**src/rtl/emulador_de_teclado.sv**
```systemverilog
// 4x4 membrane keypad emulator: accepts "press key K for N cycles" commands and
// answers the active-low row scan on the column lines, with press/release contact bounce.
module emulador_de_teclado #(
    parameter int unsigned BOUNCE_CYCLES = 20,
    parameter int unsigned BOUNCE_HALF   = 3,
    parameter int unsigned HOLD_W        = 16
) (
    input  logic              clk,
    input  logic              rst,
    input  logic [3:0]        lin_matriz,
    output logic [3:0]        col_matriz,
    input  logic              cmd_valid,
    output logic              cmd_ready,
    input  logic [3:0]        cmd_tecla,
    input  logic [HOLD_W-1:0] cmd_hold,
    output logic              busy,
    output logic              done
);

    localparam int unsigned BW = (BOUNCE_CYCLES > 1) ? $clog2(BOUNCE_CYCLES + 1) : 1;
    localparam int unsigned PW = (HOLD_W > BW) ? HOLD_W : BW;
    localparam int unsigned TW = (BOUNCE_HALF > 1) ? $clog2(BOUNCE_HALF) : 1;

    localparam logic [PW-1:0] BOUNCE_LOAD = PW'(BOUNCE_CYCLES - 1);
    localparam logic [TW-1:0] TOG_LAST    = TW'(BOUNCE_HALF - 1);

    typedef enum logic [2:0] {
        S_IDLE,
        S_PRESS_BOUNCE,
        S_HELD,
        S_REL_BOUNCE,
        S_DONE
    } state_t;

    state_t             state, state_n;
    logic               contact, contact_n;
    logic [PW-1:0]      phase, phase_n;
    logic [TW-1:0]      tog, tog_n;
    logic [1:0]         row_q, row_n;
    logic [1:0]         col_q, col_n;
    logic [HOLD_W-1:0]  hold_q, hold_n;

    // Key code to {row, col} of the physical keypad layout
    function automatic logic [3:0] key_pos(input logic [3:0] code);
        logic [3:0] pos;
        case (code)
            4'h1: pos = {2'd0, 2'd0};
            4'h2: pos = {2'd0, 2'd1};
            4'h3: pos = {2'd0, 2'd2};
            4'hA: pos = {2'd0, 2'd3};
            4'h4: pos = {2'd1, 2'd0};
            4'h5: pos = {2'd1, 2'd1};
            4'h6: pos = {2'd1, 2'd2};
            4'hB: pos = {2'd1, 2'd3};
            4'h7: pos = {2'd2, 2'd0};
            4'h8: pos = {2'd2, 2'd1};
            4'h9: pos = {2'd2, 2'd2};
            4'hC: pos = {2'd2, 2'd3};
            4'hF: pos = {2'd3, 2'd0};
            4'h0: pos = {2'd3, 2'd1};
            4'hE: pos = {2'd3, 2'd2};
            default: pos = {2'd3, 2'd3};
        endcase
        return pos;
    endfunction

    // Hold of zero behaves as one cycle; counter holds remaining cycles minus one
    function automatic logic [PW-1:0] hold_load(input logic [HOLD_W-1:0] h);
        return (h == '0) ? '0 : PW'(h - HOLD_W'(1));
    endfunction

    always_ff @(posedge clk or posedge rst) begin
        if (rst) begin
            state     <= S_IDLE;
            contact   <= 1'b0;
            phase     <= '0;
            tog       <= '0;
            row_q     <= '0;
            col_q     <= '0;
            hold_q    <= '0;
            cmd_ready <= 1'b1;
            busy      <= 1'b0;
            done      <= 1'b0;
        end else begin
            state     <= state_n;
            contact   <= contact_n;
            phase     <= phase_n;
            tog       <= tog_n;
            row_q     <= row_n;
            col_q     <= col_n;
            hold_q    <= hold_n;
            cmd_ready <= (state_n == S_IDLE);
            busy      <= (state_n != S_IDLE);
            done      <= (state_n == S_DONE);
        end
    end

    always_comb begin
        state_n   = state;
        contact_n = contact;
        phase_n   = phase;
        tog_n     = tog;
        row_n     = row_q;
        col_n     = col_q;
        hold_n    = hold_q;
        case (state)
            S_IDLE: begin
                contact_n = 1'b0;
                if (cmd_valid) begin
                    {row_n, col_n} = key_pos(cmd_tecla);
                    hold_n         = cmd_hold;
                    contact_n      = 1'b1;
                    tog_n          = '0;
                    if (BOUNCE_CYCLES == 0) begin
                        state_n = S_HELD;
                        phase_n = hold_load(cmd_hold);
                    end else begin
                        state_n = S_PRESS_BOUNCE;
                        phase_n = BOUNCE_LOAD;
                    end
                end
            end
            S_PRESS_BOUNCE, S_REL_BOUNCE: begin
                if (phase == '0) begin
                    tog_n = '0;
                    if (state == S_PRESS_BOUNCE) begin
                        state_n   = S_HELD;
                        contact_n = 1'b1;
                        phase_n   = hold_load(hold_q);
                    end else begin
                        state_n   = S_DONE;
                        contact_n = 1'b0;
                    end
                end else begin
                    phase_n = phase - PW'(1);
                    // Contact chatters: flip every BOUNCE_HALF cycles
                    if (tog == TOG_LAST) begin
                        tog_n     = '0;
                        contact_n = ~contact;
                    end else begin
                        tog_n = tog + TW'(1);
                    end
                end
            end
            S_HELD: begin
                if (phase == '0) begin
                    contact_n = 1'b0;
                    tog_n     = '0;
                    if (BOUNCE_CYCLES == 0) begin
                        state_n = S_DONE;
                    end else begin
                        state_n = S_REL_BOUNCE;
                        phase_n = BOUNCE_LOAD;
                    end
                end else begin
                    phase_n = phase - PW'(1);
                end
            end
            S_DONE: begin
                contact_n = 1'b0;
                state_n   = S_IDLE;
            end
            default: begin
                contact_n = 1'b0;
                state_n   = S_IDLE;
            end
        endcase
    end

    // Column sense follows the live row drive with no register in the path
    always_comb begin
        col_matriz = 4'b1111;
        if (contact && !lin_matriz[row_q]) begin
            col_matriz[col_q] = 1'b0;
        end
    end

endmodule

```
**config.mk**
```make
export PLATFORM = sky130hd
export DESIGN_NAME = emulador_de_teclado
export DESIGN_NICKNAME = d
export VERILOG_FILES = /design/src/rtl/emulador_de_teclado.sv
export SDC_FILE = /design/constraint.sdc
export NUM_CORES = 1
export LEC_CHECK = 0
export BUFFER_PORTS_ARGS = -buffer_cell sky130_fd_sc_hd__buf_2
export CAP_MARGIN = 0
export CORE_MARGIN = 1
export CORE_UTILIZATION = 50
export DETAILED_ROUTE_END_ITERATION = 10
export PLACE_DENSITY = 0.7
export SETUP_SLACK_MARGIN = 0.5
export SLEW_MARGIN = 10
export SYNTH_ARGS = -nofsm -noshare
export SYNTH_HDL_FRONTEND = slang
export SYNTH_SLANG_ARGS = --single-unit
export TNS_END_PERCENT = 30
```
**constraint.sdc**
```tcl
create_clock -name clk -period 4.9 [get_ports clk]
set_clock_uncertainty 0.05 [all_clocks]
set_input_delay 0.98 -clock clk [delete_from_list [all_inputs] [get_ports clk]]
set_output_delay 0.98 -clock clk [all_outputs]
set_load 0.1 [all_outputs]
```
# Word-level counts from Yosys, hierarchy flattened
# Memories as Yosys holds them, arrays and structs flattened. A register that Yosys moved wholly into a read port is not among the register bits.
# Cells that the tools add are included.
totals:
  ramBits: 0
  memories: 1
  elab_cells: 67
  latch_bits: 0
  rom_bits: 64
  output_inout_bits: 7
  register_bits: 41
mem_list:
  columns: ["name", "depth", "word_bits", "read_ports", "rd_ports_with_merged_regs", "wr", "line", "rtl"]
  rows:
  - ["(name not given)", 16, 4, 1, 1, 0, "46", "case (code)"]
op_classes:
  shifts: 0
  n_mux: 27
  n_div: 0
  n_mul: 0
  n_eq_ne: 9
  n_lt_le_gt_ge: 3
  n_reduce_logical: 14
  n_addsub: 3
  bitwise: 2
ops:
  columns: ["cell", "n"]
  rows:
  - ["$mux W16", 5]
  - ["$pmux W16 S3", 1]
  - ["$logic_not A16 Y1", 2]
  - ["$sub A16 B1 Y16 const B", 2]
  - ["$mux W3", 4]
  - ["$pmux W3 S3", 1]
  - ["$mux W2", 4]
  - ["$mux W1", 7]
  - ["$eq A3 B2 Y1 const B", 2]
  - ["$logic_not A3 Y1", 2]
  - ["$lt A2 B3 Y1 const B", 2]
  - ["$ne A3 B3 Y1 const B", 2]
  - ["$pmux W2 S3", 1]
  - ["$reduce_and A3 Y1", 2]
  - ["$reduce_bool A3 Y1", 2]
  - ["$mux W4", 1]
  - ["$ne A2 B2 Y1 const B", 2]
  - ["$not A4 Y4", 1]
  - ["$reduce_and A2 Y1", 2]
  - ["$eq A3 B1 Y1 const B", 1]
  - ["$eq A3 B3 Y1 const B", 1]
  - ["$pmux W1 S3", 1]
  - ["$add A2 B1 Y2 const B", 1]
  - ["$bmux W1 S2", 1]
  - ["7 further kinds", 8]

# Logic depth before layout (Yosys ltp)
# Gate-level depths: netlist (run 1).
depth:
  ltp_word: 6
  mapped_depth: 10
  depth_no_buf: 8

# Least setup slack after synthesis (run 1)
# Ideal clock, no wire load.
synth_path:
  path_type: "input -> output"
  startpoint: "in lin_matriz[3]"
  endpoint: "out col_matriz[2]"
  required_time_ns: 3.870
  n_path_buf: 0
  setup_slack_ns: 1.590
  path_stages: 3
  t_arrival_ns: 2.280
  cell_sequence: "mux4_2 > nand2b_1 > or3_1"
synth_via:
  elab_chain_len: 5
synth_rtl:
  columns: ["element", "line", "rtl"]
  rows:
  - ["from (decl)", "10", "input logic [3:0] lin_matriz,"]
  - ["$bmux W1 S2", "173", "if (contact && !lin_matriz[row_q]) begin"]
  - ["$mux W1 (not written as such)", "173", null]
  - ["$logic_not A1 Y1", "173", null]
  - ["$logic_and A1 B1 Y1", "173", null]
  - ["$mux W4", "173", null]
  - ["to (decl)", "11", "output logic [3:0] col_matriz,"]
# Every way passes these cells. The select of a mux whose other input is x is not followed.

# Worst setup path after layout (run 1)
layout_path:
  startpoint: "in lin_matriz[3]"
  endpoint: "out col_matriz[3]"
# Same word-level chain as after synthesis.

==> flow_summary.json, run 1 <==
{
  "io_buffer_count": 33,
  "status": "finished, final reports clean",
  "most-common-layout-cells": "44 x dfrtp_1, 33 x buf_2, 32 x nor2_1",
  "worst_r2r_endpoint": "phase[3]",
  "core_sq_um": 5140,
  "gp_congestion": 0.823,
  "boundaryPins": 34,
  "grt_pass1_wl_um": 9450,
  "cts-root-buf": "clkbuf_8",
  "hp-start": "row_q[1]",
  "wl_um": 5650,
  "avgSynthCellArea_sq_um": 9.32,
  "min_path_type": "flop to flop",
  "arrival_ns": 2.30,
  "vias": 2195,
  "initial_utilization_pct": 52.2,
  "drt-wirelength-per-cell_um": 14.5,
  "mostFrequentLayoutCell": "dfrtp_1",
  "cts_resized": 0,
  "cts_tree": "built",
  "rows": 26,
  "drt-pass1-iter-count": 4,
  "path_class": "input port to output pin",
  "yosys.cell_types.count": 54,
  "fin_cells": 388,
  "p_leak_nw": 1.30,
  "drv_cap": 0,
  "reg2regPathDepth": 6,
  "grt.total_usage_pct": 22.4,
  "synth-seq-cells": 45,
  "nFillCells": 512,
  "clkTransAtPathRegs_ns": 0.08,
  "dieWidth_um": 75.3,
  "grt_pass1_vias": 2049,
  "finalCriticalPeriod_ns": 3.33,
  "nNetsFinal": 348,
  "crit_path_start": "lin_matriz[3]",
  "hold_buffers": 0,
  "dp_cells": 380,
  "dieHeight_um": 75.3,
  "max_freq_ghz": 0.301,
  "antenna_found_initial": 0,
  "antenna_left": 0,
  "setup_violations": 0,
  "cp-end-kind": "output pin",
  "clk_path_buf_depth": 2,
  "p_per_area_nw_per_um2": 576,
  "worst_slew_pin_slew_ns": 0.938,
  "hold_viol_final": 0,
  "cts_buffers": 5,
  "viasPerCell": 5.66,
  "slew_violations": 0,
  "diodes": 0,
  "required_ns": 3.87,
  "holdPathEnd": "row_q[1]",
  "seq_area_frac_synth_pct": 42.0,
  "htreeDepth": 2,
  "rsz0062_at_grt": "false",
  "yosys_warnings": 0,
  "dr.first_iter.drc_count": 228,
  "synthToLayoutAreaGrowth_pct": 11.8,
  "drive_gt1_share_pct": 23.6,
  "critPathLaunchType": "input port",
  "die_area_sq_um": 5670,
  "tns_ns": 0,
  "hpwl_um": 3950,
  "slew_headroom_pct": 37.4,
  "grt_max_degree": 46,
  "cts_setup_buffers": 0,
  "irDropWorstVdd_uv": 283,
  "numClockSinks": 45,
  "syn-num-nets": 319,
  "regToRegSetupSlack_ns": 1.98,
  "syn_inst": 288,
  "whs_path_depth": 1,
  "grt_overflow": 0,
  "r2r_start": "phase[8]",
  "clk-insertion-delay-late_ns": 0.32,
  "syn_area_sq_um": 2690,
  "post-route-util_pct": 58.4,
  "period_share_pct": 67.9,
  "path_max_fanout": 3,
  "drc": 0
}
[sequential cells by signal, indices dropped and copies added, names as in the netlist]
register   cells
busy           1
cmd_ready      1
col_q          2
contact        1
done           1
hold_q        16
phase         16
row_q          2
state          3
tog            2
[synthesized netlist by cell type, drive strengths merged]
| cell | number | share of area, % |
|---|---|---|
| nor4b | 3 | 1.2 |
| and4bb | 1 | 0.47 |
| clkdlybuf4s50 | 1 | 0.42 |
| o21ai | 27 | 5.2 |
| nand4 | 1 | 0.23 |
| o2111ai | 1 | 0.33 |
| o22a | 2 | 0.65 |
| a22oi | 7 | 2.1 |
| o211ai | 1 | 0.28 |
| nor2b | 2 | 0.47 |
| nor3b | 3 | 0.84 |
| clkbuf | 9 | 1.7 |
| nand3 | 4 | 0.75 |
| mux4 | 1 | 0.84 |
| buf | 4 | 0.98 |
| mux2i | 3 | 1.1 |
| or3 | 9 | 2.4 |
| o22ai | 2 | 0.47 |
| inv | 11 | 1.5 |
| nand2 | 31 | 4.3 |
| and3b | 1 | 0.33 |
| o21a | 1 | 0.28 |
| o31ai | 4 | 1.1 |
| dfstp | 1 | 0.98 |
| nand2b | 2 | 0.47 |
| xnor2 | 7 | 2.6 |
| maj3 | 1 | 0.37 |
| xor2 | 13 | 4.2 |
| o2bb2ai | 1 | 0.33 |
| mux2 | 14 | 5.9 |
| nor4 | 9 | 2.7 |
| a21oi | 15 | 2.8 |
| o32ai | 1 | 0.33 |
| o32a | 1 | 0.37 |
| nor2 | 32 | 4.5 |
| o221ai | 1 | 0.33 |
| or4 | 4 | 1.4 |
| dfrtp | 44 | 41 |
| nor3 | 7 | 1.5 |
| ha | 4 | 1.9 |
| or2 | 2 | 0.47 |
[cell families after synthesis]
logic type | share of synthesized area [%]
adders and majority gates | 2.24
buffers and inverters | 4.61
AOI/OAI and AO/OA | 14.6
xor gates and xnor gates | 6.80
and+or+nand+nor | 21.9
DFF | 42.0
muxes | 7.83
[power by group]
| part | internal [W] | leakage (nW) | switching (W) |
|---|---|---|---|
| Clock | 0.000153 | 0.0543 | 0.000139 |
| Sequential | 0.000522 | 0.554 | 0.000180 |
| Combinational | 0.000312 | 0.694 | 0.000423 |
| Total | 0.000987 | 1.30 | 0.000742 |
[cell type report]
type                    instances  area [sq um]  area share (%)
clock buffers                   5          68.8            2.29
clock inverters                 3          46.3            1.54
inverters                      11          41.3            1.38
multi-input cells             218          1440            48.1
flip-flops and latches         45          1130            37.6
well taps                      70          87.6            2.92
repair buffers                 36           188            6.25
[worst max-delay path: stages]
cell	delay, ns
buf_2	0.09
mux4_2	0.44
nand2b_1	0.17
or3_1	0.31
buf_2	0.30
[worst max path at each step]
stage,endpoint,cells past startpoint
final,col_matriz[3],5
after global routing,col_matriz[2],5
after CTS,col_matriz[3],5
after detailed placement,col_matriz[3],5
after global placement,col_matriz[2],5
after floorplan,col_matriz[2],3
[per-layer routing]
layer	up-vias	share of wire [%]	routed length, um	track usage [%]
li1	1078	-	-	-
met1	1068	48	2730	31.4
met4	0	1.8	101	10.3
met3	8	2.7	155	2.95
met5	-	0	0	0
met2	41	47	2650	34.5
[per-stage QoR]
stage          total power (W)  setup slack (ns)  hold slack (ns)  instance area (sq um)
5_1_grt                0.00185              1.49            0.490                   3000
4_1_cts                0.00173              1.57            0.464                   3000
3_3_place_gp           0.00141              1.61            0.442                   2890
3_5_place_dp           0.00144              1.57            0.444                   2890
2_1_floorplan          0.00126              1.59            0.407                   2690
6_report               0.00173              1.57            0.458                   3000
Power figures use the tool's default switching activity.
==> run 2, diff against run 1 <==
- PLACE_DENSITY: 0.7 -> 0.73
- clock period: 4.9 -> 2.75 ns (I/O delays scaled with it)
==> flow_summary.json, run 2 (synthesis gave the netlist of run 1 again) <==
{
  "met1_length_um": 2630,
  "htreeDepth": 2,
  "initial_utilization_pct": 52.2,
  "cts-root-buf": "clkbuf_8",
  "status": "finished, final reports clean",
  "mostFrequentLayoutCell": "dfrtp_1",
  "hold_viol_final": 0,
  "nNetsFinal": 359,
  "slew_headroom_pct": 53.7,
  "grt_max_degree": 28,
  "route.met2.wl_um": 3020,
  "cp-end-kind": "output pin",
  "antenna_found_initial": 0,
  "grt.total_usage_pct": 23.1,
  "hpwl_um": 4190,
  "min_path_type": "input port to async pin",
  "worstPathCellList": "mux4_2 > nand2b_4 > or3_4 > buf_12",
  "wl_um": 5900,
  "path_class": "flop to output pin",
  "clk_path_buf_depth": 2,
  "dieWidth_um": 75.3,
  "arrival_ns": 1.86,
  "period_share_pct": 89.3,
  "critPathLaunchType": "flop",
  "met3_length_um": 200,
  "slowest_delay_ns": 0.51,
  "antenna_left": 0,
  "fin_cells": 399,
  "dr.first_iter.drc_count": 137,
  "path_max_fanout": 3,
  "drt-pass1-iter-count": 4,
  "drive_gt1_share_pct": 29.2,
  "required_ns": 2.15,
  "rsz0062_at_grt": "true",
  "setup_violations": 0,
  "p_per_area_nw_per_um2": 1010,
  "vias": 2238,
  "grt_overflow": 0,
  "worst_slew_pin_slew_ns": 0.690,
  "max_freq_ghz": 0.407,
  "clk-insertion-delay-late_ns": 0.30,
  "reg_top3": "hold_q x16, phase x16, state x3",
  "diodes": 0,
  "slew_violations": 0,
  "tns_ns": 0,
  "gp_congestion": 0.949,
  "dp_cells": 384,
  "boundaryPins": 34,
  "most-common-layout-cells": "42 x dfrtp_1, 31 x nor2_1, 30 x nand2_1",
  "rows": 26,
  "whs_ns": 0.167,
  "p_leak_nw": 1.39,
  "cts_buffers": 5,
  "grt_pass1_vias": 2140,
  "top_layer_used": "met4",
  "drc": 0,
  "finalCriticalPeriod_ns": 2.46,
  "drv_cap": 0,
  "dieHeight_um": 75.3,
  "crit_path_top_delay_cell": "mux4_2",
  "grt_pass1_wl_um": 9870,
  "synthToLayoutAreaGrowth_pct": 18.5,
  "numClockSinks": 45,
  "drt-wirelength-per-cell_um": 14.8,
  "irDropWorstVdd_uv": 559,
  "p_total_w": 0.00322,
  "die_area_sq_um": 5670,
  "viasPerCell": 5.61,
  "core_sq_um": 5140,
  "io_buffer_count": 33,
  "cts_tree": "built",
  "clkTransAtPathRegs_ns": 0.09
}
==> run 2: changes by cell type in the layout (fill, tap and decap cells not counted), moves of 3 or more <==
cell and delta:
o21ai_0 -3, or3_4 +3, or3_1 -3, o21ai_1 +3
buf_4 +11, buf_2 -4
==> run 2: final cells by class <==
| cell class | instances | area (sq um) |
|---|---|---|
| clock buffer | 5 | 68.8 |
| fill | 441 | 1960 |
| timing repair buffer | 47 | 313 |
| multi-input combinational | 218 | 1500 |
| sequential | 45 | 1130 |
| tap | 70 | 87.6 |
| clock inverter | 3 | 46.3 |
| inverter | 11 | 41.3 |
==> run 2: stage by stage <==
| stage | instance area (sq um) | utilization (%) | setup slack, ns |
|---|---|---|---|
| finish | 3180 | 61.9 | 0.294 |
| global route | 3180 | 61.9 | 0.232 |
| CTS | 3090 | 60.2 | 0.292 |
| detailed placement | 2920 | 56.8 | 0.162 |
| global placement | 2920 | 56.8 | 0.211 |
| floorplan | 2690 | - | 0.322 |
==> run 2: repair_timing <==
item | in CTS | in global routing
pin swaps | 0 | 3
buffers inserted | 0 | 7
setup endpoints to repair | 16 | 23
hold buffers | 0 | 0
resized for setup | 15 | 13
==> run 2: worst max-delay path, delay by kind of cell, from the launching register on <==
family,cells,cell delay (ns)
mux,1,0.51
simple gates,2,0.50
flops,1,0.38
buf+inv,1,0.17
==> run 2: power breakdown <==
| group | internal [W] | switching, W | leakage, nW |
|---|---|---|---|
| clock | 0.000272 | 0.000235 | 0.0543 |
| sequential | 0.000933 | 0.000326 | 0.551 |
| combinational | 0.000643 | 0.000806 | 0.786 |
| total | 0.00185 | 0.00137 | 1.39 |
==> run 2: worst paths after layout <==
kind	start	end	slack [ns]	cells past startpoint
hold / removal	rst	phase[3]	0.17	2
max in group asynchronous	rst	cmd_ready	1.89	3
setup reg to reg	hold_q[6]	phase[14]	0.42	6
setup / recovery	row_q[0]	col_matriz[3]	0.29	4
min in group clk	cmd_hold[1]	hold_q[1]	0.41	3
hold reg to reg	tog[1]	tog[1]	0.47	2
==> run 2: metal layers <==
layer | up-vias | track usage [%]
li1 | 1105 | -
met4 | 0 | 5.97
met2 | 49 | 40.1
met5 | - | 0
met1 | 1078 | 29.7
met3 | 6 | 4.15
==> run 3, diff against run 2 <==
- PLACE_DENSITY: 0.73 -> 0.7
- clock period: 2.75 -> 2.9 ns (I/O delays scaled with it)
==> flow_summary.json, run 3 (synthesis gave the netlist of run 1 again) <==
{
  "viasPerCell": 5.52,
  "setup_violations": 0,
  "critPathLaunchType": "flop",
  "worst_slew_pin_slew_ns": 0.941,
  "clk-insertion-delay-late_ns": 0.30,
  "rsz0062_at_grt": "true",
  "r2r_start": "hold_q[6]",
  "drive_gt1_share_pct": 26.8,
  "finalCriticalPeriod_ns": 2.48,
  "status": "finished, final reports clean",
  "grt_max_degree": 46,
  "hold_viol_final": 0,
  "drc": 0,
  "grt.total_usage_pct": 21.5,
  "clkTransAtPathRegs_ns": 0.09,
  "p_leak_nw": 1.35,
  "drt-wirelength-per-cell_um": 14.4,
  "path_max_fanout": 3,
  "grt_pass1_vias": 2013,
  "period_share_pct": 85.5,
  "nNetsFinal": 351,
  "clk_path_buf_depth": 2,
  "irDropWorstVdd_uv": 495,
  "rows": 26,
  "wl_um": 5640,
  "slew_violations": 0,
  "drt-pass1-iter-count": 4,
  "nFillCells": 489,
  "most-common-layout-cells": "44 x dfrtp_1, 32 x nor2_1, 31 x nand2_1",
  "grt_pass1_wl_um": 9250,
  "critical_path.endpoint": "col_matriz[2]",
  "arrival_ns": 1.85,
  "vias": 2159,
  "hold_buffers": 0,
  "initial_utilization_pct": 52.2,
  "dieHeight_um": 75.3,
  "tns_ns": 0,
  "gp_congestion": 0.956,
  "antenna_left": 0,
  "p_per_area_nw_per_um2": 961,
  "p_total_w": 0.00299,
  "min_path_type": "input port to flop",
  "worst_r2r_endpoint": "phase[14]",
  "drv_cap": 0,
  "dr.first_iter.drc_count": 125,
  "cts-root-buf": "clkbuf_8",
  "synthToLayoutAreaGrowth_pct": 15.8,
  "path_class": "flop to output pin",
  "diodes": 0,
  "reg_top3": "hold_q x16, phase x16, state x3",
  "io_buffer_count": 33,
  "boundaryPins": 34,
  "reg2regPathDepth": 6,
  "htreeDepth": 2,
  "antenna_found_initial": 0,
  "cp-end-kind": "output pin",
  "dieWidth_um": 75.3,
  "mostFrequentLayoutCell": "dfrtp_1",
  "cts_tree": "built",
  "numClockSinks": 45,
  "regToRegSetupSlack_ns": 0.52,
  "grt_overflow": 0,
  "cts_buffers": 5,
  "hpwl_um": 3980,
  "die_area_sq_um": 5670,
  "required_ns": 2.27,
  "max_freq_ghz": 0.403,
  "crit_path_start": "row_q[0]",
  "slew_headroom_pct": 37.2,
  "core_sq_um": 5140
}
[run 3: cell count changes in the layout (fill, tap and decap cells not counted), moves of 2 or more]
cell and change:
o21ai_1 -3, o21ai_0 +3, buf_4 -7, dfrtp_1 +2
buf_6 -2, dfrtp_2 -2
[run 3: metrics by stage]
step           std cells  hold slack (ns)  area [sq um]  worst slack, ns  util [%]
6_report             391            0.430          3110            0.420      60.5
5_1_grt              391            0.440          3110            0.360      60.5
4_1_cts              389            0.426          3060            0.410      59.5
3_5_place_dp         381            0.454          2900            0.259      56.4
3_3_place_gp         381            0.436          2900            0.301      56.4
2_1_floorplan        288            0.407          2690            0.412         -
[run 3: cell type report]
class,count,area (sq um),area share (%)
Multi-Input combinational cell,218,1490,48.0
Sequential cell,45,1130,36.3
Timing Repair Buffer,39,245,7.89
Tap cell,70,87.6,2.82
Clock buffer,5,68.8,2.21
Clock inverter,3,46.3,1.49
Inverter,11,41.3,1.33
[run 3: metal layers]
| metal | GRT usage, % | vias to the layer above | routed length, um |
|---|---|---|---|
| li1 | - | 1080 | - |
| met1 | 29.4 | 1035 | 2730 |
| met2 | 35.3 | 37 | 2680 |
| met3 | 4.02 | 7 | 152 |
| met4 | 5.76 | 0 | 71 |
| met5 | 0 | - | 0 |
[run 3: worst min path at each step]
stage | endpoint | startpoint | depth (start not counted)
2_1_floorplan | tog[1] | tog[1] | 2
3_3_place_gp | tog[1] | tog[1] | 2
3_5_place_dp | tog[1] | tog[1] | 2
4_1_cts | hold_q[0] | cmd_hold[0] | 3
5_1_grt | hold_q[5] | cmd_hold[5] | 2
6_report | hold_q[1] | cmd_hold[1] | 3
[run 3: worst max-delay path, cell delays in order (launching register included)]
cell	delay [ns]
dfrtp_1	0.38
mux4_2	0.50
nand2b_4	0.16
or3_4	0.34
buf_12	0.17
[run 3: what timing repair did]
action	CTS	global route
buffers inserted	0	2
setup endpoints to repair	4	16
gates cloned	0	0
pin swaps	0	1
gates resized for setup	11	9
[run 3: power by group]
group | internal (W) | switching (W) | total [W]
registers | 0.000882 | 0.000319 | 0.00120
logic | 0.000583 | 0.000717 | 0.00130
clock network | 0.000258 | 0.000230 | 0.000488
total | 0.00172 | 0.00127 | 0.00299
